--- src/rtl/alu_reservation_station.sv ---
// alu_reservation_station: 8-entry ALU reservation station. Buffers dispatched
// ALU ops until both operands are ready (snooping the CDB), issues the lowest
// ready entry each cycle tagged with its index, and re-associates the ALU result
// with the owning ROB tag when the ALU reports completion.
module alu_reservation_station #(
  parameter int ENTRIES = 8,
  parameter int IDX_W   = 3,
  parameter int ROB_W   = 4,
  parameter int OP_W    = 4
) (
  input  logic             clk,
  input  logic             rst,
  input  logic             flush,
  input  logic             in_valid,
  output logic             in_ready,
  input  logic [OP_W-1:0]  in_op,
  input  logic [ROB_W-1:0] in_rob,
  input  logic [31:0]      in_v1,
  input  logic [31:0]      in_v2,
  input  logic             in_q1_valid,
  input  logic [ROB_W-1:0] in_q1,
  input  logic             in_q2_valid,
  input  logic [ROB_W-1:0] in_q2,
  input  logic             cdb_valid,
  input  logic [ROB_W-1:0] cdb_rob,
  input  logic [31:0]      cdb_value,
  output logic             alu_valid,
  output logic [OP_W-1:0]  alu_op,
  output logic [31:0]      alu_v1,
  output logic [31:0]      alu_v2,
  output logic [IDX_W-1:0] alu_des,
  input  logic             alu_done,
  input  logic [IDX_W-1:0] alu_done_des,
  input  logic [31:0]      alu_result,
  output logic             out_valid,
  output logic [ROB_W-1:0] out_rob,
  output logic [31:0]      out_value
);

  typedef enum logic [1:0] {S_FREE, S_WAIT, S_ISSUED} state_t;

  typedef struct packed {
    state_t           st;
    logic [OP_W-1:0]  op;
    logic [ROB_W-1:0] rob;
    logic [31:0]      v1;
    logic [31:0]      v2;
    logic             r1;
    logic             r2;
    logic [ROB_W-1:0] q1;
    logic [ROB_W-1:0] q2;
  } entry_t;

  entry_t           ent [ENTRIES];
  entry_t           new_ent;
  logic             any_free;
  logic [IDX_W-1:0] free_idx;
  logic             sel_valid;
  logic [IDX_W-1:0] sel_idx;
  logic             do_disp;
  logic             done_hit;
  logic             byp1;
  logic             byp2;

  // Priority pick of lowest FREE slot and lowest issue-ready WAIT slot.
  // NOTE: every always_comb output gets a default first so no latch is inferred.
  always_comb begin
    any_free  = 1'b0;
    free_idx  = '0;
    sel_valid = 1'b0;
    sel_idx   = '0;
    for (int i = ENTRIES - 1; i >= 0; i--) begin
      if (ent[i].st == S_FREE) begin
        any_free = 1'b1;
        free_idx = IDX_W'(i);
      end
      if (ent[i].st == S_WAIT && ent[i].r1 && ent[i].r2) begin
        sel_valid = 1'b1;
        sel_idx   = IDX_W'(i);
      end
    end
  end

  assign in_ready = any_free & ~flush;
  assign do_disp  = in_valid & in_ready;
  assign done_hit = alu_done && (ent[alu_done_des].st == S_ISSUED);

  // Build the entry written on dispatch, bypassing a same-cycle CDB match.
  always_comb begin
    byp1       = in_q1_valid && cdb_valid && (cdb_rob == in_q1);
    byp2       = in_q2_valid && cdb_valid && (cdb_rob == in_q2);
    new_ent.st  = S_WAIT;
    new_ent.op  = in_op;
    new_ent.rob = in_rob;
    new_ent.q1  = in_q1;
    new_ent.q2  = in_q2;
    new_ent.r1  = !in_q1_valid || byp1;
    new_ent.r2  = !in_q2_valid || byp2;
    new_ent.v1  = byp1 ? cdb_value : in_v1;
    new_ent.v2  = byp2 ? cdb_value : in_v2;
  end

  // Entry state machine, wakeup, issue and completion registers.
  // NOTE: sequential state uses non-blocking assignments so all updates see cycle-start values.
  always_ff @(posedge clk) begin
    if (rst) begin
      // NOTE: only the state field is reset; payload is don't-care while FREE.
      for (int i = 0; i < ENTRIES; i++) ent[i].st <= S_FREE;
      alu_valid <= 1'b0;
      alu_op    <= '0;
      alu_v1    <= '0;
      alu_v2    <= '0;
      alu_des   <= '0;
      out_valid <= 1'b0;
      out_rob   <= '0;
      out_value <= '0;
    end else if (flush) begin
      for (int i = 0; i < ENTRIES; i++) ent[i].st <= S_FREE;
      alu_valid <= 1'b0;
      out_valid <= 1'b0;
    end else begin
      for (int i = 0; i < ENTRIES; i++) begin
        if (ent[i].st == S_WAIT && cdb_valid) begin
          if (!ent[i].r1 && cdb_rob == ent[i].q1) begin
            ent[i].v1 <= cdb_value;
            ent[i].r1 <= 1'b1;
          end
          if (!ent[i].r2 && cdb_rob == ent[i].q2) begin
            ent[i].v2 <= cdb_value;
            ent[i].r2 <= 1'b1;
          end
        end
      end

      alu_valid <= sel_valid;
      if (sel_valid) begin
        ent[sel_idx].st <= S_ISSUED;
        alu_op          <= ent[sel_idx].op;
        alu_v1          <= ent[sel_idx].v1;
        alu_v2          <= ent[sel_idx].v2;
        alu_des         <= sel_idx;
      end

      out_valid <= done_hit;
      if (done_hit) begin
        ent[alu_done_des].st <= S_FREE;
        out_rob              <= ent[alu_done_des].rob;
        out_value            <= alu_result;
      end

      if (do_disp) ent[free_idx] <= new_ent;
    end
  end

endmodule

--- config.mk ---
export PLATFORM = sky130hd
export DESIGN_NAME = alu_reservation_station
export DESIGN_NICKNAME = d
export VERILOG_FILES = /design/src/rtl/alu_reservation_station.sv
export SDC_FILE = /design/constraint.sdc
export NUM_CORES = 1
export LEC_CHECK = 0
export CORE_MARGIN = 2
export CORE_UTILIZATION = 40
export CTS_BUF_LIST = sky130_fd_sc_hd__clkbuf_8
export CTS_CLUSTER_DIAMETER = 80
export DETAILED_ROUTE_END_ITERATION = 10
export PLACE_DENSITY = 0.66
export SLEW_MARGIN = 20
export SYNTH_ARGS = -nofsm -noshare
export SYNTH_HDL_FRONTEND = slang
export SYNTH_SLANG_ARGS = --single-unit
--- constraint.sdc ---
create_clock -name clk -period 7.1 [get_ports clk]
set_clock_uncertainty 0.05 [all_clocks]
set_input_delay 1.42 -clock clk [delete_from_list [all_inputs] [get_ports clk]]
set_output_delay 1.42 -clock clk [all_outputs]
set_load 0.005 [all_outputs]
==> flow_metrics.py <==
metrics = {
    "cts": {
        "cts_tree": "yes",
        "number_of_buffers_added_to_fix_hold_violations_after_cts": 0,
        "clock_sinks": 781,
        "clk_pin_slew_worst_paths_ns": 0.06,
        "worst_skew_pair.late_latency_ns": 0.80,
        "cts_buffer_depth": 3,
        "number_of_clock_buffers_inserted_by_tritoncts": 133,
        "htree_levels": 4,
        "clk_root_buffer_cell": "clkbuf_8",
        "post_cts_buffers": 0,
        "postCtsResizedCells": 0,
    },
    "global_routing": {
        "grt_pass1_vias": 24400,
        "globalRoute.totalOverflow": 0,
        "grt_first_pass_wirelength_um": 159000,
        "grt_antenna_before_repair": 21,
        "grt.total_usage": 0.226,
        "pin_count_of_the_biggest_net_entering_global_routing": 67,
    },
    "detailed_routing": {
        "firstDrtPassIters": 7,
        "wl_per_cell_um": 26.3,
        "post-route-drc-count": 0,
        "drt-vias-per-instance": 5.74,
        "detail_route.wirelength_um": 110000,
        "vias": 23900,
        "drt-initial-drc-count": 2406,
        "antenna_left": 0,
    },
    "pwr": {
        "power_leakage_nw": 15.6,
        "pwr_density_cell_mw_per_mm2": 217,
        "ir_worst_vdd_mv": 0.148,
        "cell_internal_pwr_mw": 7.18,
        "netSwitchingFraction": 0.236,
        "power.switching_mw": 2.22,
        "portion_of_total_power_attributed_to_the_clock_network": 0.396,
        "power_frac_seq": 0.536,
        "combinationalPowerShare": 0.068,
    },
    "floorplanning": {
        "design.die.area_mm2": 0.0955,
        "floorplan.rows": 111,
        "floorplan.initialDensity": 0.405,
        "ioPinCount": 269,
        "core_mm2": 0.0919,
        "die_x_um": 309,
        "chipHeight_um": 309,
    },
    "synthesis": {
        "synth_most_common_cell": "edfxtp_1",
        "gate_count_after_technology_mapping": 2558,
        "yosys.area.top_type_share": 0.516,
        "syn_nets": 2717,
        "mappedNetlistArea_mm2": 0.0372,
        "synthesis.yosys.warnings": 0,
        "seq_area_frac_synth": 0.592,
        "ys_seq_elements": 781,
        "commonest_cells_in_the_synthesized_netlist": "edfxtp_1 (640), mux2_2 (264), mux2_4 (240), nand2_1 (165), nor2_1 (149)",
        "synthDistinctLibCells": 83,
        "postSynthAreaPerCell_um2": 14.5,
        "postSynth.asyncResetShare": 0,
        "synth.largest_area_cell": "edfxtp_1",
        "number_of_enable_type_register_cells_in_the_synthesized_netlist": 640,
        "post_synth_main_area_contributors": "edfxtp_1 (52%), mux2_4 (9.7%), mux2_2 (8.0%)",
        "synth_ff_type": "edfxtp_1",
    },
    "placed_design": {
        "place_worst_setup_slack_ns": 1.89,
        "number_of_port_buffers": 268,
        "detailed_placement_hpwl_um": 64400,
        "placedInstanceArea_mm2": 0.0409,
        "placed_cells": 3915,
        "globalplace.congestion": 0.839,
    },
    "critical_path": {
        "critical-path-top-cell-by-count": "clkdlybuf4s50_1",
        "end_kind": "output pin",
        "crit_type": "in -> out",
        "crit_fanout": 8,
        "worst_path_largest_cell_delay_ns": 0.66,
        "cp-start-kind": "input pin",
        "critPathLaunch": "flush",
        "path_cells": "clkdlybuf4s50_1, a31oi_1, clkdlybuf4s50_1",
        "slowest_stage": "clkdlybuf4s50_1",
        "reg2reg_from": "ent[0][83]$_SDFFE_PP0P_",
        "required_ns": 5.63,
        "crit_arrival_ns": 3.13,
    },
    "timing": {
        "setup_violations": 0,
        "timing.final.max_slew_violations": 0,
        "timing.final.ws_setup_ns": 2.50,
        "final.min_clock_period_ns": 4.60,
        "rsz0062_at_grt": "false",
        "timing_worst_slew_pin_value_ns": 1.08,
        "timing.setup.tns_ns": 0,
        "max_freq_ghz": 0.217,
        "final_worst_path_cycle_share": 0.648,
        "timing.final.hold_violations": 0,
        "slew-limit-headroom": 0.280,
    },
    "final_layout": {
        "finish.utilization": 0.472,
        "finish.net_count": 2966,
        "design_area_mm2": 0.0434,
        "post_layout_nonfiller_instances": 4166,
        "synthToLayoutAreaGrowth_pct": 16.6,
        "post_route_cells_drive_above_1_share": 0.272,
    },
    "status": {
        "outcome": "complete, no violations",
    },
    "job": {
        "maxCapViolCount": 0,
    },
    "hold_path": {
        "hold_path.startpoint": "alu_des[1]$_SDFFE_PP0P_",
        "timing.hold.worst.class": "reg -> reg",
    },
}
cell type report:
type	count	area [um^2]
fillers	8065	48600
clock inverters	100	474
multi-input cells	1562	14200
flip-flops and latches	781	22000
clock buffers	141	1940
inverters	9	33.8
well taps	1243	1560
repair buffers	320	3100
diodes	10	25.0
worst max-delay path, delay by kind of cell:
family | cells | cell delay [ns]
buffers and inverters | 2 | 1.24
AOI/OAI and AO/OA | 1 | 0.46
flip-flops by register name, indices dropped and copies added, names as in the netlist:
name       flops
alu_des        3
alu_op         4
alu_v1        32
alu_v2        32
alu_valid      1
ent          672
out_rob        4
out_valid      1
out_value     32
power groups by stage:
stage | sequential, mW | combinational (mW) | clock, mW
finish | 5.03 | 0.640 | 3.72
global route | 5.03 | 0.683 | 3.99
CTS | 5.03 | 0.638 | 3.79
detailed placement | 5.13 | 0.633 | 0
global placement | 5.13 | 0.611 | 0
floorplan | 5.12 | 0.345 | 0
final timing paths:
kind	end	slack [ns]	cells after the start
worst max register to register	alu_v2[4]$_SDFFE_PP0P_	3.07	8
worst max-delay path	in_ready	2.50	3
worst min register to register	alu_des[1]$_SDFFE_PP0P_	0.40	2
worst min-delay path	alu_des[1]$_SDFFE_PP0P_	0.40	2
logic make-up after synthesis:
family,count (synthesis),share of synthesized area
DFF,781,0.592
xor gates and xnor gates,69,0.0162
and+or+nand+nor,504,0.0693
AOI/OAI and AO/OA,364,0.0775
buffers and inverters,215,0.0339
muxes,625,0.211
per-layer routing:
metal / up-vias / track usage / wire length, um
met5: - / 0 / 169
met3: 199 / 0.0582 / 9390
li1: 10400 / - / -
met2: 1107 / 0.383 / 53800
met1: 12100 / 0.277 / 43300
met4: 24 / 0.0834 / 2880
per-stage QoR:
step | hold slack (ns) | power [mW]
6_report | 0.405 | 9.40
5_1_grt | 0.436 | 9.71
4_1_cts | 0.411 | 9.46
3_5_place_dp | 0.403 | 5.76
3_3_place_gp | 0.398 | 5.74
2_1_floorplan | 0.403 | 5.46
placed cells by master, fill, tap and decap left out, drive strengths merged, types with 76 or more instances in the layout:
cell type      instances
a22oi                107
clkbuf               141
clkdlybuf4s50        267
dfxtp                141
edfxtp               640
inv                   76
mux2                 513
mux2i                108
nand2                165
nor2                 158
No activity file was read; power rests on OpenSTA's default activity.
